$ cat src/rtl/mem_pkg.sv
`default_nettype none
// ============================================================================
// Module   : mem_pkg
// Brief    : Shared scan-reader FSM encoding and read-credit helper.
// Revision : 1.0
// ============================================================================
package mem_pkg;

  typedef enum logic [1:0] {
    IDLE  = 2'd0,
    SCAN  = 2'd1,
    DRAIN = 2'd2
  } scan_state_t;

  localparam int unsigned c_FIFO_DEPTH = 2;

  // occupancy = FIFO entries plus the read whose data is on ram_rdata now
  function automatic logic read_credit_ok(input logic [1:0] occupancy, input logic pop);
    return ({1'b0, occupancy}) < (3'(c_FIFO_DEPTH) + {2'b00, pop});
  endfunction

endpackage
`default_nettype wire

$ cat src/rtl/ram_scan_reader_if.sv
`default_nettype none
// ============================================================================
// Module   : ram_scan_reader_if
// Brief    : Valid/ready output stream of the RAM scan reader.
// Revision : 1.0
// ============================================================================
interface ram_scan_reader_if #(
  parameter int DATA_WIDTH = 8
) ();

  logic [DATA_WIDTH-1:0] m_data;
  logic                  m_valid;
  logic                  m_ready;
  logic                  m_last;

  modport master (output m_data, output m_valid, output m_last, input m_ready);
  modport slave  (input m_data, input m_valid, input m_last, output m_ready);

endinterface
`default_nettype wire

$ cat src/rtl/scan_skid_fifo.sv
`default_nettype none
// ============================================================================
// Module   : scan_skid_fifo
// Brief    : 2-entry head/tail buffer; the head register drives the stream.
// Revision : 1.0
// ============================================================================
module scan_skid_fifo #(
  parameter int DATA_WIDTH = 8
) (
  input  logic                  clk,
  input  logic                  rst_n,
  input  logic                  i_flush,
  input  logic                  i_push,
  input  logic [DATA_WIDTH-1:0] i_push_data,
  input  logic                  i_push_last,
  input  logic                  i_pop,
  output logic                  o_valid,
  output logic [DATA_WIDTH-1:0] o_data,
  output logic                  o_last,
  output logic [1:0]            o_count
);

  logic                  r_head_v;
  logic [DATA_WIDTH-1:0] r_head_data;
  logic                  r_head_last;
  logic                  r_tail_v;
  logic [DATA_WIDTH-1:0] r_tail_data;
  logic                  r_tail_last;
  logic                  w_pop;

  assign w_pop = i_pop & r_head_v;

  // Head only changes when empty or popped, so a stalled beat holds stable.
  always_ff @(posedge clk or negedge rst_n) begin
    if (!rst_n) begin
      r_head_v    <= 1'b0;
      r_head_data <= '0;
      r_head_last <= 1'b0;
      r_tail_v    <= 1'b0;
      r_tail_data <= '0;
      r_tail_last <= 1'b0;
    end else if (i_flush) begin
      r_head_v <= 1'b0;
      r_tail_v <= 1'b0;
    end else if (w_pop) begin
      if (r_tail_v) begin
        r_head_data <= r_tail_data;
        r_head_last <= r_tail_last;
        r_tail_v    <= i_push;
        r_tail_data <= i_push_data;
        r_tail_last <= i_push_last;
      end else begin
        r_head_v    <= i_push;
        r_head_data <= i_push_data;
        r_head_last <= i_push_last;
      end
    end else if (i_push) begin
      if (!r_head_v) begin
        r_head_v    <= 1'b1;
        r_head_data <= i_push_data;
        r_head_last <= i_push_last;
      end else begin
        r_tail_v    <= 1'b1;
        r_tail_data <= i_push_data;
        r_tail_last <= i_push_last;
      end
    end
  end

  assign o_valid = r_head_v;
  assign o_data  = r_head_data;
  assign o_last  = r_head_last;
  assign o_count = {1'b0, r_head_v} + {1'b0, r_tail_v};

endmodule
`default_nettype wire

$ cat src/rtl/ram_scan_reader.sv
`default_nettype none
// ============================================================================
// Module   : ram_scan_reader
// Brief    : Row-major rectangular scan of a 2-D RAM into a valid/ready stream.
// Revision : 1.0
// ============================================================================
module ram_scan_reader
  import mem_pkg::*;
#(
  parameter int DATA_WIDTH   = 8,
  parameter int ADDR_WIDTH_W = 5,
  parameter int ADDR_WIDTH_H = 5
) (
  input  logic                    clk,
  input  logic                    rst_n,
  input  logic                    start,
  input  logic                    abort,
  input  logic [ADDR_WIDTH_W-1:0] row_first,
  input  logic [ADDR_WIDTH_W-1:0] row_last,
  input  logic [ADDR_WIDTH_H-1:0] col_first,
  input  logic [ADDR_WIDTH_H-1:0] col_last,
  output logic [ADDR_WIDTH_W-1:0] read_addr_1,
  output logic [ADDR_WIDTH_H-1:0] read_addr_2,
  input  logic [DATA_WIDTH-1:0]   ram_rdata,
  ram_scan_reader_if.master       strm,
  output logic                    busy,
  output logic                    done,
  output logic                    err
);

  scan_state_t             r_state;
  logic [ADDR_WIDTH_W-1:0] r_row_first;
  logic [ADDR_WIDTH_W-1:0] r_row_last;
  logic [ADDR_WIDTH_W-1:0] r_row;
  logic [ADDR_WIDTH_H-1:0] r_col_first;
  logic [ADDR_WIDTH_H-1:0] r_col_last;
  logic [ADDR_WIDTH_H-1:0] r_col;
  logic                    r_rd_pend;
  logic                    r_rd_pend_last;
  logic                    r_busy;
  logic                    r_done;
  logic                    r_err;

  logic                    w_fifo_valid;
  logic                    w_fifo_last;
  logic [DATA_WIDTH-1:0]   w_fifo_data;
  logic [1:0]              w_fifo_count;
  logic [1:0]              w_occupancy;
  logic                    w_pop;
  logic                    w_issue;
  logic                    w_at_last;
  logic                    w_region_ok;

  // The RAM reads read_addr every cycle; a read counts as issued only in
  // cycles where w_issue is high, otherwise the address simply repeats.
  assign w_pop       = w_fifo_valid & strm.m_ready;
  assign w_occupancy = w_fifo_count + {1'b0, r_rd_pend};
  assign w_issue     = (r_state == SCAN) && read_credit_ok(w_occupancy, w_pop);
  assign w_at_last   = (r_row == r_row_last) && (r_col == r_col_last);
  assign w_region_ok = (row_first <= row_last) && (col_first <= col_last);

  always_ff @(posedge clk or negedge rst_n) begin
    if (!rst_n) begin
      r_state        <= IDLE;
      r_row_first    <= '0;
      r_row_last     <= '0;
      r_row          <= '0;
      r_col_first    <= '0;
      r_col_last     <= '0;
      r_col          <= '0;
      r_rd_pend      <= 1'b0;
      r_rd_pend_last <= 1'b0;
      r_busy         <= 1'b0;
      r_done         <= 1'b0;
      r_err          <= 1'b0;
    end else begin
      r_done         <= 1'b0;
      r_err          <= 1'b0;
      r_rd_pend      <= w_issue & ~abort;
      r_rd_pend_last <= w_at_last;
      if (abort) begin
        r_state <= IDLE;
        r_busy  <= 1'b0;
      end else begin
        case (r_state)
          IDLE: begin
            if (start) begin
              if (w_region_ok) begin
                r_row_first <= row_first;
                r_row_last  <= row_last;
                r_col_first <= col_first;
                r_col_last  <= col_last;
                r_row       <= row_first;
                r_col       <= col_first;
                r_state     <= SCAN;
                r_busy      <= 1'b1;
              end else begin
                r_err <= 1'b1;
              end
            end
          end
          SCAN: begin
            // Counters stop on the last address instead of wrapping.
            if (w_issue) begin
              if (w_at_last) begin
                r_state <= DRAIN;
              end else if (r_col == r_col_last) begin
                r_col <= r_col_first;
                r_row <= r_row + 1'b1;
              end else begin
                r_col <= r_col + 1'b1;
              end
            end
          end
          DRAIN: begin
            if (w_pop && w_fifo_last) begin
              r_state <= IDLE;
              r_busy  <= 1'b0;
              r_done  <= 1'b1;
            end
          end
          default: begin
            r_state <= IDLE;
            r_busy  <= 1'b0;
          end
        endcase
      end
    end
  end

  scan_skid_fifo #(
    .DATA_WIDTH (DATA_WIDTH)
  ) u_fifo (
    .clk         (clk),
    .rst_n       (rst_n),
    .i_flush     (abort),
    .i_push      (r_rd_pend),
    .i_push_data (ram_rdata),
    .i_push_last (r_rd_pend_last),
    .i_pop       (strm.m_ready),
    .o_valid     (w_fifo_valid),
    .o_data      (w_fifo_data),
    .o_last      (w_fifo_last),
    .o_count     (w_fifo_count)
  );

  assign strm.m_valid = w_fifo_valid;
  assign strm.m_data  = w_fifo_data;
  assign strm.m_last  = w_fifo_last;
  assign read_addr_1  = r_row;
  assign read_addr_2  = r_col;
  assign busy         = r_busy;
  assign done         = r_done;
  assign err          = r_err;

endmodule
`default_nettype wire

$ cat src/flat_wrapper.sv
// flat-port wrapper written by rule: the top's interface ports become plain ports
module ram_scan_reader_flat import mem_pkg::*;
#(
  parameter int DATA_WIDTH   = 8,
  parameter int ADDR_WIDTH_W = 5,
  parameter int ADDR_WIDTH_H = 5
)
  (clk, rst_n, start, abort, row_first, row_last, col_first, col_last, read_addr_1, read_addr_2, ram_rdata, busy, done, err, strm_m_data, strm_m_valid, strm_m_last, strm_m_ready);
  ram_scan_reader_if #(.DATA_WIDTH(DATA_WIDTH)) strm_i ();
  input  logic clk;
  input  logic rst_n;
  input  logic start;
  input  logic abort;
  input  logic [ADDR_WIDTH_W-1:0] row_first;
  input  logic [ADDR_WIDTH_W-1:0] row_last;
  input  logic [ADDR_WIDTH_H-1:0] col_first;
  input  logic [ADDR_WIDTH_H-1:0] col_last;
  output logic [ADDR_WIDTH_W-1:0] read_addr_1;
  output logic [ADDR_WIDTH_H-1:0] read_addr_2;
  input  logic [DATA_WIDTH-1:0] ram_rdata;
  output logic busy;
  output logic done;
  output logic err;
  output wire logic [$bits(strm_i.m_data)-1:0] strm_m_data;
  output wire logic [$bits(strm_i.m_valid)-1:0] strm_m_valid;
  output wire logic [$bits(strm_i.m_last)-1:0] strm_m_last;
  input wire logic [$bits(strm_i.m_ready)-1:0] strm_m_ready;
  assign strm_m_data = strm_i.m_data;
  assign strm_m_valid = strm_i.m_valid;
  assign strm_m_last = strm_i.m_last;
  assign strm_i.m_ready = strm_m_ready;
  ram_scan_reader #(.DATA_WIDTH(DATA_WIDTH), .ADDR_WIDTH_W(ADDR_WIDTH_W), .ADDR_WIDTH_H(ADDR_WIDTH_H)) u_core (.clk(clk), .rst_n(rst_n), .start(start), .abort(abort), .row_first(row_first), .row_last(row_last), .col_first(col_first), .col_last(col_last), .read_addr_1(read_addr_1), .read_addr_2(read_addr_2), .ram_rdata(ram_rdata), .strm(strm_i), .busy(busy), .done(done), .err(err));
endmodule
$ cat config.mk
export PLATFORM = sky130hd
export DESIGN_NAME = ram_scan_reader_flat
export DESIGN_NICKNAME = d
export VERILOG_FILES = /design/src/rtl/mem_pkg.sv /design/src/rtl/ram_scan_reader_if.sv /design/src/rtl/scan_skid_fifo.sv /design/src/rtl/ram_scan_reader.sv /design/src/flat_wrapper.sv
export SDC_FILE = /design/constraint.sdc
export NUM_CORES = 1
export LEC_CHECK = 0
export ABC_CLOCK_PERIOD_IN_PS = 2700
export BUFFER_PORTS_ARGS = -buffer_cell sky130_fd_sc_hd__buf_4
export CORE_AREA = 2 2 58 100
export CTS_CLUSTER_DIAMETER = 100
export DETAILED_ROUTE_END_ITERATION = 8
export DIE_AREA = 0 0 60 102
export PLACE_DENSITY = 0.77
export SLEW_MARGIN = 10
export SYNTH_ARGS = -nofsm -noshare
export SYNTH_HDL_FRONTEND = slang
export SYNTH_SLANG_ARGS = --single-unit
$ cat constraint.sdc
create_clock -name clk -period 2.7 [get_ports clk]
set_input_delay 0.27 -clock clk [delete_from_list [all_inputs] [get_ports clk]]
set_output_delay 0.27 -clock clk [all_outputs]
set_load 0.01 [all_outputs]
After elaboration in Yosys (flattened, before gate mapping):

Index checks and enable logic that the tools add are counted.

* add/subtract/negate cells: 5
* $mul: 0
* divide/modulo/power cells: 0
* $lt $le $gt $ge: 3
* equality and inequality tests: 18
* shift operators: 0
* mux-type cells: 56
* bitwise gates (word level): 3
* reductions and logical operators: 19

Operators with widths (number)
* $mux 8: 8
* $mux 5: 10
* $mux 1: 28
* $pmux 5 s2: 2
* $mux 2: 6
* $ne 3x2->1 const B: 4
* $reduce_and 4->1: 3
* $add 5x1->5 const B: 2
* $eq 5x5->1: 2
* $le 5x5->1: 2
* $ne 2x2->1 const B: 5
* $reduce_and 7->1: 1
* $ne 2x1->1 const B: 3
* $ne 3x3->1 const B: 2
* $pmux 2 s3: 1
* $reduce_and 6->1: 1
* $reduce_bool 2->1: 3
* $reduce_bool 3->1: 2
* $reduce_and 5->1: 1
* $logic_and 1x1->1: 4
* $reduce_and 2->1: 2
* $add 2x1->3 const A: 1
* $lt 2x3->1: 1
* $pmux 1 s3: 1
* other kinds (8): 9

* bits in registers: 52
* bits in latches: 0
* memory bits (writable): 0
* memory bits (read-only): 0
* bits of input ports: 33
* output and inout bits: 23
* memories kept: 0

Longest topological paths before layout:

* depth in word-level cells: 7
* gate-level depth with buffers: 9

By module:

Synthesis repeated with hierarchy kept, for this count alone.

* cell total of the unflattened synthesis: 255
* area total of the unflattened synthesis: 2994.1 µm²

Modules (own cells, without submodules)
* ram_scan_reader: times used 1, cells an instance 194, area each 1986.9 µm², sequential area each 800.8 µm²
* scan_skid_fifo: times used 1, cells an instance 61, area each 1007.2 µm², sequential area each 500.5 µm²

Least setup slack after synthesis:

OpenSTA, ideal clock, no wires.

* kind: register to register
* from: reg u_core.u_fifo.r_head_v (netlist: u_core.u_fifo.o_valid)
* to: reg u_core.r_row[0] (netlist: u_core.read_addr_1[0])
* setup time: 123 ps
* arrival: 2064 ps
* path slack: 514 ps
* stages on the path, launching flop included: 7
* period minus slack after synthesis: 2186 ps
* cell sequence: dfrtp_1 -> fa_1 -> o21ai_0 -> nand2_1 -> o31ai_4 -> a31oi_1 -> o221a_2

* cells in the longest elaborated chain, start to end: 6
* elaborated cells between the ends (all ways): 8
* those cells by class: add/sub: 3; order compare: 1; eq/ne: 1; bitwise: 1; reduce/logical: 2

Ends and longest elaborated chain
* from (decl): line scan_skid_fifo.sv:23 `logic r_head_v;`
* from (signal assigned): line scan_skid_fifo.sv:53 `r_head_v <= i_push;`
* $add 1x1->2 or $and 1x1->1 (tied branches): line scan_skid_fifo.sv:73, ram_scan_reader.sv:56
* $add 2x1->2 or $add 2x1->3 (tied branches): line ram_scan_reader.sv:57, mem_pkg.sv:19
* $lt 2x3->1 *: line mem_pkg.sv:19 `return ({1'b0, occupancy}) < (3'(c_FIFO_DEPTH) + {2'b00, pop});`
* $logic_and 1x1->1 *: line ram_scan_reader.sv:58 `assign w_issue = (r_state == SCAN) && read_credit_ok(w_occupancy, w_pop);`
* $ne 2x1->1 (no line) *
* $reduce_and 7->1 (no line) *
* to (signal assigned): line ram_scan_reader.sv:93 `r_row <= row_first;`
* to (signal assigned): line ram_scan_reader.sv:109 `r_row <= r_row + 1'b1;`
* to (decl): line ram_scan_reader.sv:34 `logic [ADDR_WIDTH_W-1:0] r_row;`

Every way passes the cells marked *; elsewhere a longest branch is shown, timed or not.
A chain may end at the register's enable or synchronous reset.

Worst setup path in the final report:

Same ends and word-level chain as after synthesis.

==> results.toml <==
[placement]
port_buffers = 55
hpwl_mm = 4.381
gp_congestion = 0.7639

[cts]
clk_pin_slew_ns = 0.09
postCtsSetupBuffers = 0
cts.repair.resized = 0
ctsLongestPathBuffers = 2
insertion_delay_ns = 0.30
h-tree-depth = 2
cts_root_buf = "clkbuf_8"
clkSinkCount = 52
cts_tree = "yes"
cts_buffers = 5
ctsHoldBuffers = 0

[global_route]
grt_max_degree = 53
antenna_found_initial = 0
grt_pass1_wl_mm = 9.673
grt.overflow.total = 0
grt_use_total_pct = 20.54
grt_pass1_vias = 2122

[timing]
relSlewSlack_pct = 56.25
rsz0062_at_grt = "false"
slew_viol_final = 0
finClkSkew_ns = 0.005717
fin_crit_ns = 2.412
post-route-period-util_pct = 89.33
fmaxAchievable_ghz = 0.4146
worst_pin_slew_ns = 0.6562
finalSetupTns_ns = 0
setup_viol = 0
whs_ns = -0.01527
finalHoldViolations = 6

[detailed_routing]
via_per_inst = 5.452
routedWlPerCell_um = 14.75
drtPass1Iterations = 4
vias = 2137
final_antenna_net_count = 0
drt_wl_total_mm = 5.782
drtIter0Drc = 83
drc = 0

[die]
die_h_um = 102
rows = 35
io-pin-count = 56
dieArea_um2 = 6120
core_um2 = 5299
fp.dieW_um = 60
start_util_pct = 53.08

[yosys]
synth_most_common_cell = "dfrtp_1"
synth_common_cells = "dfrtp_1 (52), nand2_1 (25), mux2_2 (23)"
synthCells = 259
netlist.area_leader.share_pct = 46.26
synth_area_leader_cell = "dfrtp_1"
yosysSeqAreaShare_pct = 46.26
synth-main-ff-cell = "dfrtp_1"
synthTopCellsByArea = "dfrtp_1 (46%), mux2_2 (9.2%), ha_1 (5.3%), mux2i_1 (5.0%), nand2_1 (3.3%)"
synth_nets = 305
synth.distinct_cells = 39
synthArstFlopShare_pct = 100.0
avgSynthCellArea_um2 = 10.86
yosys_warnings = 0
netlist_area_um2 = 2813
ys_ff_latch = 52
synth-edff-count = 0

[critical_path]
worstPathRequired_ns = 2.89
cp_top_family = "compound AO/OA/AOI/OAI gates"
crit_slowest_cell = "fa_1"
worst_setup_path_start_kind = "flip-flop"
cp_data_arrival_time_ns = 2.60
path_buf_inv = 0
cp_num_cells = 6
cp_cell_sequence = "fa_1 > o21ai_0 > nand2_1 > o31ai_4 > a31oi_1 > o221a_2"
end_kind = "flip-flop"
slowest_delay_ns = 0.51
worstSetupPathType = "flip-flop to flip-flop"
crit_fanout = 10
r2r_cells = 6

[pwr]
total_power_uw = 2908
power.density_nw_per_um2 = 843.5
irDropWorstVdd_mv = 0.5655
p_leak_uw = 0.001716

[run]
drv_cap = 0

[layout]
multiInputGateArea_um2 = 1429
antenna_cells = 0
nNetsFinal = 364
drive_gt1_share_pct = 32.08
nFillCells = 426
seq_area_um2 = 1301
area_growth_pct = 22.55

[status]
violations = "hold timing"
status = "finished with violations"

[hold_path]
hp-class = "input pin to async pin"
## layout by cell type (no fill, tap or decap), drive strengths merged, types with 12 or more instances in the layout
cell type	n
nand2	25
o21ai	19
a21oi	12
ha	12
buf	59
inv	14
nand3	12
dfrtp	52
mux2	27
nor2	16
mux2i	14
## state kept, by name (all words and copies together), names as in the netlist
| register | flops |
|---|---|
| u_core.u_fifo.o_data | 8 |
| u_core.u_fifo.r_tail_data | 8 |
| u_core.r_col_first | 5 |
| u_core.r_col_last | 5 |
| u_core.r_row_last | 5 |
| u_core.read_addr_1 | 5 |
| u_core.read_addr_2 | 5 |
| u_core.r_state | 2 |
| u_core.busy | 1 |
| u_core.done | 1 |
| u_core.err | 1 |
| u_core.r_rd_pend | 1 |
| u_core.r_rd_pend_last | 1 |
| u_core.u_fifo.o_last | 1 |
| u_core.u_fifo.o_valid | 1 |
| u_core.u_fifo.r_tail_last | 1 |
| u_core.u_fifo.r_tail_v | 1 |
## logic make-up (layout without fill, tap and decap cells)
logic type               count (synthesis)  in the layout  synth area share [%]
AO/OA/AOI/OAI                           49             49                 11.25
XOR/XNOR                                13             13                 4.048
adder cells (fa/ha/maj)                 13             13                 6.050
buffers and inverters                   21             80                 2.936
flip-flops                              52             52                 46.26
multiplexers                            41             41                 16.33
AND/OR/NAND/NOR                         70             70                 13.12
## final cells by class
class / count / area share (%)
Multi-Input combinational cell: 186 / 41.45
Sequential cell: 52 / 37.75
Timing Repair Buffer: 59 / 12.85
Tap cell: 74 / 2.686
Clock buffer: 5 / 1.996
Clock inverter: 2 / 1.742
Inverter: 14 / 1.524
## power by group
group / internal (µW) / leakage [µW] / switching [µW]
logic: 560 / 0.000995 / 485
clock network: 365 / 0.0000642 / 251
registers: 1010 / 0.000658 / 234
## worst register-to-register path, stage by stage (launching register included)
cell	delay, ns
dfrtp_1	0.49
fa_1	0.51
o21ai_0	0.34
nand2_1	0.26
o31ai_4	0.33
a31oi_1	0.13
o221a_2	0.25
## metrics by stage
stage	worst slack, ns	instance area [µm²]	std cells	utilization, %
global placement	0.3850	3318	385	62.62
detailed placement	0.3386	3318	385	62.62
global route	0.1108	3447	392	65.05
CTS	0.3215	3447	392	65.05
floorplan	0.5136	2813	259	-
finish	0.2882	3447	392	65.05
## final timing paths
| kind | startpoint | endpoint | slack (ns) |
|---|---|---|---|
| hold / removal | rst_n | u_core.u_fifo.r_tail_data[1] | -0.02 |
| setup / recovery | u_core.u_fifo.o_valid | u_core.read_addr_1[0] | 0.29 |
| min in group clk | abort | u_core.r_state[1] | 0.19 |
| hold reg to reg | u_core.u_fifo.o_data[4] | u_core.u_fifo.o_data[4] | 0.49 |
| max in group asynchronous | rst_n | u_core.read_addr_1[1] | 2.27 |
| setup reg to reg | u_core.u_fifo.o_valid | u_core.read_addr_1[0] | 0.29 |
## metal layers
layer	share of wire [%]	GRT usage (%)	vias up	routed length [µm]
li1	-	-	1032	-
met1	39	23.91	1040	2252
met2	55	36.96	57	3203
met3	4.0	3.544	8	233
met4	1.6	6.838	0	92
met5	0	0	-	0
(Power assumes the default switching activity.)
